`src/rtl/cpu_fetch_unit_if.sv`:
```
// Instruction-memory fetch bus: the fetch unit (master) issues req/addr and
// instruction memory (slave) answers with ack/rdata.
interface cpu_fetch_unit_if #(
    parameter int PC_W    = 16,
    parameter int INSTR_W = 16
);
    logic               imem_req;
    logic [PC_W-1:0]    imem_addr;
    logic [INSTR_W-1:0] imem_rdata;
    logic               imem_ack;

    modport master (
        output imem_req,
        output imem_addr,
        input  imem_rdata,
        input  imem_ack
    );

    modport slave (
        input  imem_req,
        input  imem_addr,
        output imem_rdata,
        output imem_ack
    );
endinterface

```
`src/rtl/cpu_fetch_unit.sv`:
```
// Instruction fetch stage: owns the fetch PC, fetches one 16-bit instruction at a time
// over a req/ack bus, holds it for the control unit and follows execute-stage redirects.
module cpu_fetch_unit #(
    parameter int              PC_W     = 16,
    parameter int              INSTR_W  = 16,
    parameter logic [PC_W-1:0] RESET_PC = '0
) (
    input  logic               clk,
    input  logic               rst_n,
    cpu_fetch_unit_if.master   imem,
    input  logic               i_stall,
    input  logic               i_redirect_valid,
    input  logic [PC_W-1:0]    i_redirect_pc,
    output logic [INSTR_W-1:0] o_instr,
    output logic               o_instr_valid,
    output logic [3:0]         o_opcode,
    output logic [PC_W-1:0]    o_instr_pc,
    output logic [PC_W-1:0]    o_instr_pc_inc
);

    localparam logic [0:0] S_FETCH = 1'b0;
    localparam logic [0:0] S_VALID = 1'b1;

    localparam logic [PC_W-1:0] ALIGN_MASK = ~{{(PC_W-1){1'b0}}, 1'b1};
    localparam logic [PC_W-1:0] PC_STEP    = {{(PC_W-2){1'b0}}, 2'b10};

    logic [0:0]         r_state;
    logic [PC_W-1:0]    r_fetch_pc;
    logic               r_redir_pend;
    logic [PC_W-1:0]    r_redir_pc;
    logic [INSTR_W-1:0] r_instr;
    logic [PC_W-1:0]    r_instr_pc;

    logic [PC_W-1:0]    w_redir_tgt;

    assign w_redir_tgt = i_redirect_pc & ALIGN_MASK;

    // A redirect seen while a request is outstanding cannot cancel it (the address must
    // stay stable until ack); it is parked in r_redir_pc and the returned data dropped.
    always_ff @(posedge clk or negedge rst_n) begin
        if (!rst_n) begin
            r_state      <= S_FETCH;
            r_fetch_pc   <= RESET_PC & ALIGN_MASK;
            r_redir_pend <= 1'b0;
            r_redir_pc   <= '0;
            r_instr      <= '0;
            r_instr_pc   <= '0;
        end else begin
            case (r_state)
                S_FETCH: begin
                    if (imem.imem_ack) begin
                        if (i_redirect_valid) begin
                            r_fetch_pc   <= w_redir_tgt;
                            r_redir_pend <= 1'b0;
                        end else if (r_redir_pend) begin
                            r_fetch_pc   <= r_redir_pc;
                            r_redir_pend <= 1'b0;
                        end else begin
                            r_instr    <= imem.imem_rdata;
                            r_instr_pc <= r_fetch_pc;
                            r_fetch_pc <= r_fetch_pc + PC_STEP;
                            r_state    <= S_VALID;
                        end
                    end else if (i_redirect_valid) begin
                        r_redir_pend <= 1'b1;
                        r_redir_pc   <= w_redir_tgt;
                    end
                end
                S_VALID: begin
                    // Redirect beats stall; r_instr keeps its stale value behind instr_valid=0.
                    if (i_redirect_valid) begin
                        r_fetch_pc <= w_redir_tgt;
                        r_state    <= S_FETCH;
                    end else if (!i_stall) begin
                        r_state <= S_FETCH;
                    end
                end
                default: r_state <= S_FETCH;
            endcase
        end
    end

    // Gated by rst_n so the request drops in the same cycle reset asserts.
    assign imem.imem_req  = rst_n & (r_state == S_FETCH);
    assign imem.imem_addr = r_fetch_pc;

    assign o_instr        = r_instr;
    assign o_instr_valid  = (r_state == S_VALID);
    assign o_opcode       = r_instr[INSTR_W-1 -: 4];
    assign o_instr_pc     = r_instr_pc;
    assign o_instr_pc_inc = r_instr_pc + PC_STEP;

endmodule

```
`src/flat_wrapper.sv`:
```
// flat-port wrapper written by rule: the top's interface ports become plain ports
module cpu_fetch_unit_flat 
#(
    parameter int              PC_W     = 16,
    parameter int              INSTR_W  = 16,
    parameter logic [PC_W-1:0] RESET_PC = '0
)
  (clk, rst_n, i_stall, i_redirect_valid, i_redirect_pc, o_instr, o_instr_valid, o_opcode, o_instr_pc, o_instr_pc_inc, imem_imem_req, imem_imem_addr, imem_imem_rdata, imem_imem_ack);
  cpu_fetch_unit_if #(.PC_W(PC_W), .INSTR_W(INSTR_W)) imem_i ();
  input  logic clk;
  input  logic rst_n;
  input  logic i_stall;
  input  logic i_redirect_valid;
  input  logic [PC_W-1:0] i_redirect_pc;
  output logic [INSTR_W-1:0] o_instr;
  output logic o_instr_valid;
  output logic [3:0] o_opcode;
  output logic [PC_W-1:0] o_instr_pc;
  output logic [PC_W-1:0] o_instr_pc_inc;
  output wire logic [$bits(imem_i.imem_req)-1:0] imem_imem_req;
  output wire logic [$bits(imem_i.imem_addr)-1:0] imem_imem_addr;
  input wire logic [$bits(imem_i.imem_rdata)-1:0] imem_imem_rdata;
  input wire logic [$bits(imem_i.imem_ack)-1:0] imem_imem_ack;
  assign imem_imem_req = imem_i.imem_req;
  assign imem_imem_addr = imem_i.imem_addr;
  assign imem_i.imem_rdata = imem_imem_rdata;
  assign imem_i.imem_ack = imem_imem_ack;
  cpu_fetch_unit #(.PC_W(PC_W), .INSTR_W(INSTR_W), .RESET_PC(RESET_PC)) u_core (.clk(clk), .rst_n(rst_n), .imem(imem_i), .i_stall(i_stall), .i_redirect_valid(i_redirect_valid), .i_redirect_pc(i_redirect_pc), .o_instr(o_instr), .o_instr_valid(o_instr_valid), .o_opcode(o_opcode), .o_instr_pc(o_instr_pc), .o_instr_pc_inc(o_instr_pc_inc));
endmodule
```
`config.mk`:
```
export PLATFORM = sky130hd
export DESIGN_NAME = cpu_fetch_unit_flat
export DESIGN_NICKNAME = d
export VERILOG_FILES = /design/src/rtl/cpu_fetch_unit_if.sv /design/src/rtl/cpu_fetch_unit.sv /design/src/flat_wrapper.sv
export SDC_FILE = /design/constraint.sdc
export NUM_CORES = 1
export LEC_CHECK = 0
export BUFFER_PORTS_ARGS = -buffer_cell sky130_fd_sc_hd__buf_2
export CORE_UTILIZATION = 51
export DETAILED_ROUTE_END_ITERATION = 12
export GPL_TIMING_DRIVEN = 0
export PLACE_DENSITY = 0.8
export SYNTH_ARGS = -nofsm -noshare
export SYNTH_HDL_FRONTEND = slang
export SYNTH_SLANG_ARGS = --single-unit
```
`constraint.sdc`:
```
create_clock -name clk -period 2 [get_ports clk]
set_clock_uncertainty 0.2 [all_clocks]
set_input_delay 0.1 -clock clk [delete_from_list [all_inputs] [get_ports clk]]
set_output_delay 0.1 -clock clk [all_outputs]
set_load 0.005 [all_outputs]
```
==> results.yml <==
run_status:
  status: "finished, violations left"
  violations: "setup timing"
synthesis:
  yosysTopAreaCell: "dfrtp_1"
  synth_fa_ha_area_share_pct: 0.734
  synth_edf_count: 0
  synth.mux.area_fraction_pct: 18.7
  syn_avg_cell_area_sq_um: 11.5
  ys_ff_latch: 63
  netlist_top_cells_area: "dfrtp_1 (46%), mux2_4 (11%), mux2_2 (6.9%), xnor2_1 (3.6%), nand2_1 (2.5%)"
  ys_seq_area_share_pct: 46.2
  synth_area_sq_um: 3410
  synth_top_family_by_area: "multiplexers"
  synth_flop_cell: "dfrtp_1"
  synth_most_common_cell: "dfrtp_1"
  synthArstFlopShare_pct: 100
  ys_types: 51
  yosys.area.top_type_share_pct: 46.2
  ys_top_cells_by_count: "dfrtp_1 (63), mux2_4 (24), nand2_1 (23)"
  synth_cells: 296
  synth_compound_gate_area_share_pct: 10.3
  synth-xor-area-share_pct: 4.88
  yosys_warnings: 0
  synth-simple-area-share_pct: 13.8
clock_network:
  clockBufferDepth: 2
  cts-htree-levels: 3
  cts.sinks: 63
  clk_latency_ns: 0.34
  cts_tree: "yes"
  cts_buffers: 9
  clk_pin_slew_worst_paths_ns: 0.08
  cts_root_buf: "clkbuf_8"
layout:
  final_nets: 505
  diodes: 0
  final_area_sq_um: 4900
  syn_to_final_growth_pct: 43.9
  drive_gt1_share_pct: 49.9
  final_cells: 548
pwr:
  p_leak_nw: 2.32
  power_density_nw_per_um2: 1120
  p_total_mw: 5.50
  ir_drop_uv: 709
setup_path:
  path_class: "flip-flop to output port"
  reg2reg_slack_ns: 0.11
  r2r-start: "u_core.o_instr_valid"
  worstSetupEndpointType: "output port"
  r2r_cells: 5
  crit_required_ns: 1.70
  arrival_ns: 1.86
  startpoint_type: "flip-flop"
  worst_r2r_endpoint: "u_core.o_instr_valid"
  endpoint: "o_instr_pc_inc[12]"
  crit_fanout: 4
  crit_start: "u_core.o_instr_pc[1]"
place:
  dp_hpwl_mm: 5.80
  post-place-cells: 476
  gp_congestion: 0.888
  placed_area_sq_um: 4020
  io_buffers: 101
grt:
  antenna_found_initial: 0
  grt_pass1_wl_mm: 15.0
  grt_max_degree: 65
  grt.overflow.total: 0
  grt_use_total_pct: 27.8
  grt_pass1_vias: 2973
die:
  die_x_microns: 83.8
  coreArea_sq_um: 6390
  initial_core_util_pct: 53.4
  die_h_microns: 83.8
  die_area_sq_um: 7020
  ioPinCount: 107
  core.rowCount: 29
route:
  wl_met3_microns: 564
  top_layer: "met4"
  drcViolationCount: 0
  drt_iter0_drc: 165
  ant_nets: 0
  wl_per_cell_microns: 17.9
  wl_met2_mm: 5.09
  totalWireLength_mm: 9.82
  met1_length_mm: 4.01
  first_pass_iters: 4
  viasPerCell: 5.49
  routed-via-count: 3008
run:
  drv_cap: 0
sta:
  fin_crit_sh_pct: 108
  period_needed_ns: 2.16
  hold_viol_final: 0
  rsz0062_at_grt: "true"
  clock.fmax_ghz: 0.464
  setup_slack_ns: -0.157
  worst_pin_slew_ns: 0.591
  max_slew_margin_pct: 60.6
  maxSlewViolCount: 0
  setup_viol: 3
worst_hold_path:
  min_path_type: "input pin to async pin"
## placed cells by master (no fill, tap or decap), types with 3 or more instances in the layout
master	synthesis	layout
xnor2_1	14	12
mux2_2	21	21
nor2b_1	3	3
nor3_1	5	4
dfrtp_1	63	55
dfrtp_2	0	8
mux2i_1	4	4
mux2_4	24	24
buf_6	3	6
a31oi_1	4	4
a21oi_1	13	13
conb_1	1	3
nand3_4	0	4
dlygate4sd3_1	0	35
nand3_1	13	7
nor2_1	10	9
o22ai_1	4	4
buf_2	6	106
o21ai_0	9	9
o31ai_1	4	4
o211ai_1	3	3
clkbuf_8	0	9
o221ai_1	4	4
inv_1	9	9
buf_4	10	29
nand2_1	23	22
xor2_1	5	5
nand3_2	1	3
nand2b_1	5	4
## worst min path at each step
stage,slack (ns),end,start
5_1_grt,0.16,u_core.r_redir_pc[15],rst_n
3_3_place_gp,0.13,u_core.o_instr[2],imem_imem_rdata[2]
3_5_place_dp,0.04,u_core.r_redir_pc[8],rst_n
6_report,0.11,u_core.o_instr_valid,rst_n
4_1_cts,0.22,u_core.r_redir_pc[9],rst_n
2_1_floorplan,-0.40,u_core.imem.imem_addr[10],rst_n
## flip-flops by register name, summed over array words and instances (netlist names)
signal	flops
u_core.r_redir_pc	15
u_core.o_instr	16
u_core.r_redir_pend	1
u_core.o_instr_valid	1
u_core.imem.imem_addr	15
u_core.o_instr_pc	15
## area by class of cell
cell class / instances / area [sq um]
clock inverters: 7 / 97.6
fillers: 409 / 1480
repair buffers: 157 / 1030
well taps: 77 / 96.3
multi-input cells: 205 / 1790
inverters: 9 / 33.8
clock buffers: 9 / 124
plain buffers: 21 / 146
flip-flops and latches: 63 / 1590
## stage by stage
stage	hold WS, ns	worst slack [ns]	setup TNS, ns	utilization, %
CTS	0.217	-0.0216	-0.0382	73.3
finish	0.111	-0.157	-0.237	76.8
global placement	0.132	0.0513	0	62.9
floorplan	-0.396	0.283	0	-
global route	0.160	-0.253	-0.760	76.8
detailed placement	0.0446	0.0279	0	63.0
## power breakdown
| part | switching, mW | internal, mW |
|---|---|---|
| clock | 0.534 | 0.703 |
| sequential | 0.468 | 1.64 |
| combinational | 0.922 | 1.23 |
## worst max-delay path, cell delays in order (launching register included)
cell and delay (ns):
dfrtp_2 0.42, buf_6 0.12, nand3_4 0.06, nor4_4 0.30, nand2_1 0.14, xnor2_1 0.29, buf_2 0.18
## kinds of logic after synthesis
| group | count (synthesis) |
|---|---|
| multiplexers | 49 |
| buffers and inverters | 30 |
| other | 1 |
| adder cells (fa/ha/maj) | 2 |
| flip-flops | 63 |
| XOR/XNOR | 19 |
| AO/OA/AOI/OAI | 54 |
| AND/OR/NAND/NOR | 78 |
## routing by layer
metal / GRT usage, % / up-vias
li1: - / 1404
met3: 5.14 / 13
met5: 0 / -
met4: 11.1 / 0
met1: 34.6 / 1451
met2: 47.6 / 140
## timing repair
item                                    CTS  global route
cloned                                    0             0
hold buffers                             35             0
endpoints found under the hold margin   110             0
endpoints found under the setup margin    7            30
setup buffers                             5            16
gates resized for setup                  10            25
pin swaps                                 3            15
Note: power is estimated with default switching activity, not from simulation.
